**src/rtl/nrdiv_pkg.sv**
```systemverilog
// Shared definitions for the sequential non-restoring divider:
// FSM state encoding and the counter-width helper.
package nrdiv_pkg;

  // Two-bit state encoding constants
  localparam logic [1:0] ST_IDLE = 2'd0;
  localparam logic [1:0] ST_ITER = 2'd1;
  localparam logic [1:0] ST_FIX  = 2'd2;
  localparam logic [1:0] ST_DONE = 2'd3;

  typedef enum logic [1:0] {
    IDLE = ST_IDLE,
    ITER = ST_ITER,
    FIX  = ST_FIX,
    DONE = ST_DONE
  } state_e;

  // Ceiling log2, used to size the iteration counter as clog2(WIDTH+1)
  function automatic int clog2(input int value);
    int res;
    res = 0;
    for (int i = 0; i < 31; i++) begin
      if ((32'sd1 <<< i) < value) begin
        res = i + 1;
      end
    end
    return res;
  endfunction

endpackage

```
**src/rtl/nr_divider_seq_add_sub.sv**
```systemverilog
// add_sub_n: N-bit ripple-carry adder/subtractor.
// m_i = 0 adds, m_i = 1 subtracts (b inverted, carry-in set).
module add_sub_n #(
  parameter int N = 5
) (
  input  logic [N-1:0] a_i,
  input  logic [N-1:0] b_i,
  input  logic         m_i,
  output logic [N-1:0] s_o
);

  logic [N-1:0] bx_s;
  logic [N-1:0] c_s;

  assign bx_s   = b_i ^ {N{m_i}};
  assign c_s[0] = m_i;

  for (genvar i = 0; i < N; i++) begin : g_bit
    assign s_o[i] = a_i[i] ^ bx_s[i] ^ c_s[i];
    if (i < N - 1) begin : g_carry
      assign c_s[i+1] = (a_i[i] & bx_s[i]) | (c_s[i] & (a_i[i] ^ bx_s[i]));
    end
  end

endmodule

```
**src/rtl/nr_divider_seq.sv**
```systemverilog
// nr_divider_seq: sequential non-restoring divider, one quotient bit per
// clock, valid/ready on both operand and result sides, divide-by-zero flag.
// Optional build macro NRDIV_SIGNED_EN selects two's-complement operands
// (magnitude division with truncating sign fix-up in FIX).
module nr_divider_seq
  import nrdiv_pkg::*;
#(
  parameter int WIDTH = 4
) (
  input  logic             clk,
  input  logic             rst,
  input  logic             in_valid,
  output logic             in_ready,
  input  logic [WIDTH-1:0] x,
  input  logic [WIDTH-1:0] y,
  output logic             out_valid,
  input  logic             out_ready,
  output logic [WIDTH-1:0] q,
  output logic [WIDTH-1:0] r,
  output logic             div0
);

  localparam int             CW       = clog2(WIDTH + 1);
  localparam logic [CW-1:0]  CNT_ONE  = {{(CW-1){1'b0}}, 1'b1};
  localparam logic [CW-1:0]  CNT_LAST = CW'(WIDTH - 1);
  localparam logic [WIDTH-1:0] ONE_W  = {{(WIDTH-1){1'b0}}, 1'b1};
  localparam logic [WIDTH-1:0] ZERO_W = {WIDTH{1'b0}};

  state_e             state_q, state_d;
  logic [CW-1:0]      cnt_q;
  logic [WIDTH:0]     a_q;
  logic [WIDTH-1:0]   qr_q;
  logic [WIDTH-1:0]   d_q;
  logic [WIDTH-1:0]   q_q, r_q;
  logic               div0_q;
  logic               in_ready_q, in_ready_d;
  logic               out_valid_q, out_valid_d;

  logic               accept_s;
  logic               y_zero_s;
  logic [WIDTH-1:0]   x_mag_s, y_mag_s;
  logic [WIDTH:0]     add_a_s, add_b_s, add_s_s;
  logic               add_m_s;
  logic [WIDTH:0]     a_fix_s;
  logic [WIDTH-1:0]   q_fix_s, r_fix_s;

  assign accept_s = in_valid & in_ready_q;
  assign y_zero_s = (y == ZERO_W);

`ifdef NRDIV_SIGNED_EN
  logic             neg_q_q;
  logic             neg_r_q;
  logic             x_neg_s, y_neg_s;
  logic [WIDTH-1:0] q_neg_s, r_neg_s;

  // Operand magnitudes for two's-complement inputs
  always_comb begin
    x_neg_s = x[WIDTH-1];
    y_neg_s = y[WIDTH-1];
    if (x_neg_s) begin
      x_mag_s = (~x) + ONE_W;
    end else begin
      x_mag_s = x;
    end
    if (y_neg_s) begin
      y_mag_s = (~y) + ONE_W;
    end else begin
      y_mag_s = y;
    end
  end

  // Capture result signs at accept; consumed by the FIX fix-up
  always_ff @(posedge clk) begin
    if (rst) begin
      neg_q_q <= 1'b0;
      neg_r_q <= 1'b0;
    end else if (state_q == IDLE && accept_s) begin
      neg_q_q <= x_neg_s ^ y_neg_s;
      neg_r_q <= x_neg_s;
    end else begin
      neg_q_q <= neg_q_q;
      neg_r_q <= neg_r_q;
    end
  end

  // Truncating-division sign fix-up of quotient and remainder
  always_comb begin
    q_neg_s = (~qr_q) + ONE_W;
    r_neg_s = (~a_fix_s[WIDTH-1:0]) + ONE_W;
    if (neg_q_q) begin
      q_fix_s = q_neg_s;
    end else begin
      q_fix_s = qr_q;
    end
    if (neg_r_q) begin
      r_fix_s = r_neg_s;
    end else begin
      r_fix_s = a_fix_s[WIDTH-1:0];
    end
  end
`else
  // Unsigned operands are their own magnitudes
  always_comb begin
    x_mag_s = x;
    y_mag_s = y;
  end

  // Unsigned results need no sign fix-up
  always_comb begin
    q_fix_s = qr_q;
    r_fix_s = a_fix_s[WIDTH-1:0];
  end
`endif

  // Shared adder operand select: shifted-A step in ITER, restore-add in FIX
  always_comb begin
    add_b_s = {1'b0, d_q};
    if (state_q == FIX) begin
      add_a_s = a_q;
      add_m_s = 1'b0;
    end else begin
      add_a_s = {a_q[WIDTH-1:0], qr_q[WIDTH-1]};
      add_m_s = ~a_q[WIDTH];
    end
  end

  add_sub_n #(
    .N (WIDTH + 1)
  ) u_add_sub (
    .a_i (add_a_s),
    .b_i (add_b_s),
    .m_i (add_m_s),
    .s_o (add_s_s)
  );

  // Remainder restore: a negative final partial remainder gets D added back
  always_comb begin
    if (a_q[WIDTH]) begin
      a_fix_s = add_s_s;
    end else begin
      a_fix_s = a_q;
    end
  end

  // FSM state register
  always_ff @(posedge clk) begin
    if (rst) begin
      state_q <= IDLE;
    end else begin
      state_q <= state_d;
    end
  end

  // FSM next-state logic
  always_comb begin
    state_d = state_q;
    case (state_q)
      IDLE: begin
        if (accept_s) begin
          if (y_zero_s) begin
            state_d = DONE;
          end else begin
            state_d = ITER;
          end
        end else begin
          state_d = IDLE;
        end
      end
      ITER: begin
        if (cnt_q == CNT_LAST) begin
          state_d = FIX;
        end else begin
          state_d = ITER;
        end
      end
      FIX: begin
        state_d = DONE;
      end
      DONE: begin
        if (out_valid_q && out_ready) begin
          state_d = IDLE;
        end else begin
          state_d = DONE;
        end
      end
      default: begin
        state_d = IDLE;
      end
    endcase
  end

  // FSM outputs: ready only in IDLE; valid one cycle after DONE entry until handshake
  always_comb begin
    in_ready_d = (state_d == IDLE);
    if (state_q == DONE && !(out_valid_q && out_ready)) begin
      out_valid_d = 1'b1;
    end else begin
      out_valid_d = 1'b0;
    end
  end

  // Registered handshake outputs
  always_ff @(posedge clk) begin
    if (rst) begin
      in_ready_q  <= 1'b1;
      out_valid_q <= 1'b0;
    end else begin
      in_ready_q  <= in_ready_d;
      out_valid_q <= out_valid_d;
    end
  end

  // Datapath: operand load, per-step shift/add-sub, result capture
  always_ff @(posedge clk) begin
    if (rst) begin
      a_q    <= {(WIDTH+1){1'b0}};
      qr_q   <= ZERO_W;
      d_q    <= ZERO_W;
      cnt_q  <= {CW{1'b0}};
      q_q    <= ZERO_W;
      r_q    <= ZERO_W;
      div0_q <= 1'b0;
    end else begin
      case (state_q)
        IDLE: begin
          if (accept_s) begin
            a_q   <= {(WIDTH+1){1'b0}};
            qr_q  <= x_mag_s;
            d_q   <= y_mag_s;
            cnt_q <= {CW{1'b0}};
            if (y_zero_s) begin
              q_q    <= {WIDTH{1'b1}};
              r_q    <= x;
              div0_q <= 1'b1;
            end
          end
        end
        ITER: begin
          a_q   <= add_s_s;
          qr_q  <= {qr_q[WIDTH-2:0], ~add_s_s[WIDTH]};
          cnt_q <= cnt_q + CNT_ONE;
        end
        FIX: begin
          a_q    <= a_fix_s;
          q_q    <= q_fix_s;
          r_q    <= r_fix_s;
          div0_q <= 1'b0;
        end
        DONE: begin
          a_q <= a_q;
        end
        default: begin
          a_q <= a_q;
        end
      endcase
    end
  end

  assign in_ready  = in_ready_q;
  assign out_valid = out_valid_q;
  assign q         = q_q;
  assign r         = r_q;
  assign div0      = div0_q;

endmodule
```
**config.mk**
```make
export PLATFORM = sky130hd
export DESIGN_NAME = nr_divider_seq
export DESIGN_NICKNAME = d
export VERILOG_FILES = /design/src/rtl/nrdiv_pkg.sv /design/src/rtl/nr_divider_seq_add_sub.sv /design/src/rtl/nr_divider_seq.sv
export SDC_FILE = /design/constraint.sdc
export NUM_CORES = 1
export LEC_CHECK = 0
export ABC_CLOCK_PERIOD_IN_PS = 3700
export BUFFER_PORTS_ARGS = -buffer_cell sky130_fd_sc_hd__clkbuf_2
export CAP_MARGIN = 10
export CORE_MARGIN = 2
export CORE_UTILIZATION = 56
export DETAILED_ROUTE_END_ITERATION = 8
export PLACE_DENSITY = 0.79
export SYNTH_ARGS = -nofsm -noshare
export SYNTH_HDL_FRONTEND = slang
export SYNTH_SLANG_ARGS = --single-unit
```
**constraint.sdc**
```tcl
create_clock -name clk -period 3.7 [get_ports clk]
set_input_delay 0.74 -clock clk [delete_from_list [all_inputs] [get_ports clk]]
set_output_delay 0.74 -clock clk [all_outputs]
set_load 0.01 [all_outputs]
```
==> metrics, run 1 <==
outcome completed; final net count 226; Clock Path Buffers 2; die width 57.08 um; row count 19; fin. max-slew vios 0; first-pass GRT wire length 6044 um; RSZ-0062 raised after global routing false; fmax 316.5 MHz; post-route cell area 1775 sq um; initial antenna violation count 0; final setup fails 0; post-synthesis cell area 1578 sq um; vias 1375; TritonCTS clock tree yes; Min Clock Period, post-route 3160 ps; Synth area leader dfxtp_1; EDFF count, synth 0; Synth Register Bits 29; Core Util, Final 0.6551; Worst setup SP type flip-flop; GP Congestion 0.8905; gr usage total 0.2436; cts repair resizes 0; NetSw 449.9 uW; Post CTS Setup Buffer Count 0; diodes inserted 0; Total Power Consumption 1.140 mW; port bufs 22; clock sink count 29; Async S/R FF share, synth 0; Post-Synthesis Cells 183; Post-DP Area 1705 sq um; cts bufs inserted 5; largest net degree at the start of global routing 27; CP max FO 10; post-route ant nets 0; Comb power frac 0.451; clock group share of total power 0.193; Synth Net Count 204; boundary pin count 23; WP data required 3960 ps; vias in the first global route 1362; pwr dens 642.1 nW/um^2; DRC 0; routed len/inst 15.23 um; max_cap viols 0; Detailed Routing Iterations Pass 1 4; worst endpoint data arrival time 3420 ps; worst hold path class reg -> reg; LEAKAGE 0.6937 nW; post-synth top area share 0.3680; IR Drop Worst-Case VDD 0.4926 mV; share of cells above drive strength 1 0.1942; Setup TNS 0 ps; Post-DP HPWL 2669 um; synth top area cells dfxtp_1 37%, mux2i_1 8.9%, nor2_1 7.9%; Overflow after GRT 0; clk slew on worst S/H paths 90 ps; hold_ws 496.7 ps; Vias/cell 5.802; DIE HEIGHT 57.08 um; Synth Warn # 0; core area 2710 sq um; Clk Tree Root Cell clkbuf_4; ys flop type dfxtp_1; sequential share of power 0.356; area of the die 3258 sq um; Post-Route WL 3610 um; H-tree lvl count 2; Worst-Skew Late Latency 330 ps; Worst-Margin Slew 650.4 ps; Slew headroom 0.5625; final critical-path share of the clock period 0.8539; starting density of the core 0.5822; final clock skew 6.293 ps; Netlist cell types 37; switching share of power 0.3946; area grow syn2layout 12.53%; post-synthesis sequential area ratio 0.3680; DR iter-0 viols 40; Mean Syn Cell Area 8.622 sq um; Power Internal 690.1 uW; CP Capture Type flip-flop; CTS Hold Buffers Added 0; critical path type reg -> reg; final hold viol count 0
[power groups by stage]
stage | Clock (mW) | Sequential (mW) | Combinational (mW)
CTS | 0.222 | 0.406 | 0.515
detailed placement | 0 | 0.413 | 0.511
floorplan | 0 | 0.406 | 0.404
global route | 0.237 | 0.411 | 0.574
finish | 0.220 | 0.406 | 0.514
global placement | 0 | 0.409 | 0.489
[cell usage after synthesis (2+ instances only)]
cell type and n:
nand3_1 3, o22ai_1 4, mux2i_1 14, a211o_1 2
o21ai_0 2, buf_1 3, nor2_1 33, nor3_1 4
a211oi_1 4, clkbuf_1 4, o21a_1 2, buf_2 2
o21ai_2 2, ha_1 6, nand2_1 8, dfxtp_1 29
xor2_1 3, inv_1 14, a21oi_1 11, a311oi_1 4
nand2b_1 2, o32ai_1 4, mux2_2 2, a21boi_0 2
fa_1 3, xnor2_1 4, or2_2 2
[flip-flops by register name (all words and copies together) (netlist names), 2 cells and up]
| signal | flops |
|---|---|
| r | 4 |
| cnt_q | 3 |
| state_q | 2 |
| q | 4 |
| q_fix_s | 4 |
| d_q | 4 |
| a_q | 5 |
[worst max-delay path, cell delays in order (launching register included)]
cell and delay, ps:
dfxtp_1 370, inv_1 80, ha_1 330, nor2_1 330, xor2_1 150, fa_1 430, fa_1 360, inv_1 70
fa_1 420, a21oi_1 270, mux2i_1 110, o22ai_1 160
[stage by stage]
stage | instances | setup WS [ps]
floorplan | 183 | 677.4
global placement | 229 | 721.3
detailed placement | 229 | 565.0
CTS | 237 | 543.4
global route | 237 | 364.7
finish | 237 | 540.5
[kinds of logic after synthesis]
group	share of synthesized area
simple gates	0.1586
compound gates	0.1895
flops	0.3680
buf+inv	0.05630
mux	0.1031
fa+ha+maj	0.08565
xor+xnor	0.03886
[area by class of cell]
| class | count | area, sq um |
|---|---|---|
| multi-input cells | 131 | 908.4 |
| clock inverters | 1 | 5.005 |
| fillers | 240 | 934.6 |
| well taps | 31 | 38.79 |
| inverters | 14 | 52.55 |
| clock buffers | 7 | 65.06 |
| repair buffers | 24 | 125.1 |
| flip-flops and latches | 29 | 580.6 |
[metal layers]
layer,up-vias,track usage,part of all wire
li1,685,-,-
met1,646,0.2586,0.42
met2,38,0.4384,0.51
met3,6,0.07483,0.053
met4,0,0.1130,0.019
met5,-,0,0
[layout by cell type, fill, tap and decap left out, types with 2 or more instances in the layout]
cell	synthesis	routed
mux2i_1	14	14
clkbuf_2	0	22
xnor2_1	4	4
a311oi_1	4	4
o32ai_1	4	4
a21boi_0	2	2
nand3_1	3	3
buf_4	0	2
nor2_1	33	33
or2_2	2	2
nand2_1	8	8
mux2_2	2	2
nor3_1	4	4
o21ai_2	2	2
xor2_1	3	3
o22ai_1	4	4
a211oi_1	4	4
o21a_1	2	2
o21ai_0	2	2
inv_1	14	14
clkbuf_8	0	2
ha_1	6	6
fa_1	3	3
nand2b_1	2	2
a211o_1	2	2
clkbuf_4	0	5
dfxtp_1	29	29
a21oi_1	11	11
[worst paths after layout]
kind,slack [ps],end,start,depth (start not counted)
min reg2reg,500,q[0],q_fix_s[0],2
max reg2reg,540,r[3],state_q[0],11
max,540,r[3],state_q[0],11
min,500,q[0],q_fix_s[0],2
No activity file was read; power rests on OpenSTA's default activity.
==> run 2, diff against run 1 <==
CORE_MARGIN = 10   (was 2)
==> run 2 against run 1 <==
Sequential share of layout area increased by 0.35 points. Critical path depth unchanged. Critical endpoint is now a_q[3]. Clock-buffer cell count decreased by 1. Sequential power about the same. Utilization decreased by 1.3 points. Via count increased by 1.8%.
==> metrics, run 2 (synthesis results as in run 1) <==
outcome completed; CTS Hold Buffers Added 0 (unchanged); fin. max-slew vios 0 (unchanged); WP data required 3930 ps (-30 ps); Worst-Skew Late Latency 330 ps (about the same); DRC 0 (unchanged); vias 1400 (+1.8%); pre-CTS WS 546.4 ps (-18.65 ps); boundary pin count 23 (unchanged); first-pass GRT wire length 6472 um (+7.1%); final hold viol count 0 (unchanged); share of cells above drive strength 1 0.1893 (-0.004854); routed len/inst 15.53 um (+2.0%); Post-DP Area 1705 sq um (unchanged); starting density of the core 0.5771 (-0.005062); max_cap viols 0 (unchanged); final critical-path share of the clock period 0.8651 (+0.01118); clk slew on worst S/H paths 90 ps (about the same); critical path type reg -> reg; Overflow after GRT 0 (unchanged); vias in the first global route 1458 (+7.0%); Detailed Routing Iterations Pass 1 4 (unchanged); largest net degree at the start of global routing 27 (unchanged); Min Clock Period, post-route 3201 ps (+41.36 ps); metal3 WL 300 um (+58%); die width 73.08 um (+28%); post-route ant nets 0 (unchanged); LEAKAGE 0.6844 nW (-1.3%); Biggest register a_q; TritonCTS clock tree yes; final clock skew 13.86 ps (+7.566 ps); worst endpoint data arrival time 3440 ps (+20 ps); final net count 226 (unchanged); CP Capture Type flip-flop; worst hold path class reg -> reg; clock sink count 29 (unchanged); Setup TNS 0 ps (unchanged); Core Util, Final 0.6426 (-0.01256); initial antenna violation count 0 (unchanged); met2 WL 1819 um (-1.5%); H-tree lvl count 2 (unchanged); Post CTS Setup Buffer Count 0 (unchanged); Clk Tree Root Cell clkbuf_4; commonest non-fill, non-tap cell in the layout nor2_1; IR Drop Worst-Case VDD 0.3897 mV (-21%); Post-Route WL 3681 um (+2.0%); port bufs 22 (unchanged); fmax 312.4 MHz (-1.3%); Setup WS post-layout 499.1 ps (-41.36 ps); cts repair resizes 0 (unchanged); DIE HEIGHT 73.08 um (+28%); DR iter-0 viols 113 (+180%); post-route cell area 1757 sq um (-1.1%); met1 WL 1505 um (unchanged); area grow syn2layout 11.34%; pwr dens 635.7 nW/um^2 (-0.99%); core area 2734 sq um (+0.88%); Total Power Consumption 1.117 mW (-2.0%); CP max FO 10 (unchanged); top sig layer met4; area of the die 5341 sq um (+64%); gr usage total 0.1498 (-0.09381); Worst setup SP type flip-flop; Vias/cell 5.907 (+1.8%); Post-DP HPWL 2850 um (+6.8%); row count 19 (unchanged); Worst-Margin Slew 633.6 ps (-16.82 ps); final setup fails 0 (unchanged); diodes inserted 0 (unchanged); Slew headroom 0.5738 (+0.01131); GP Congestion 0.9133 (+2.6%); RSZ-0062 raised after global routing false; Clock Path Buffers 2 (unchanged); cts bufs inserted 5 (unchanged); most frequent cells in the layout 33 x nor2_1, 29 x dfxtp_1, 22 x clkbuf_2, 14 x inv_1, 14 x mux2i_1; max reg flops 5 (unchanged)
run 2: cell count changes in the layout (fill, tap and decap cells not counted):
cell	before	now
clkbuf_1	0	1
clkinv_2	1	2
clkbuf_8	2	0
run 2: layout make-up:
class	instances	area, sq um
clock inverters	2	10.01
well taps	31	38.79
inverters	14	52.55
repair buffers	24	125.1
flip-flops and latches	29	580.6
clock buffers	6	41.29
fillers	245	977.2
multi-input cells	131	908.4
run 2: routing by layer:
layer  vias up  GRT usage
li1        685          -
met1       657     0.1709
met2        50     0.2512
met3         8    0.05170
met4         0    0.05274
met5         -          0
run 2: final timing paths:
path / from / to / slack, ps / cells after the start
worst min register to register: q[3] / q[3] / 510 / 2
worst max register to register: state_q[0] / a_q[3] / 500 / 11
worst max-delay path: state_q[0] / a_q[3] / 500 / 11
worst min-delay path: q[3] / q[3] / 510 / 2
run 2: per-stage QoR:
stage | hold WS [ps] | cells
floorplan | 455.1 | 183
finish | 508.4 | 237
detailed placement | 489.5 | 229
global route | 529.4 | 237
CTS | 507.7 | 237
global placement | 466.7 | 229
run 2: critical path, stage by stage, from the launching register on:
cell and delay (ps):
dfxtp_1 360, inv_1 70, ha_1 330, nor2_1 330, xor2_1 150, fa_1 450, fa_1 370, inv_1 70
fa_1 440, a21oi_1 290, a2bb2oi_1 130, o32ai_1 120
run 2: where the power goes:
group / internal, mW / switching [mW]
clock network: 0.0722 / 0.111
logic: 0.222 / 0.307
registers: 0.363 / 0.0419
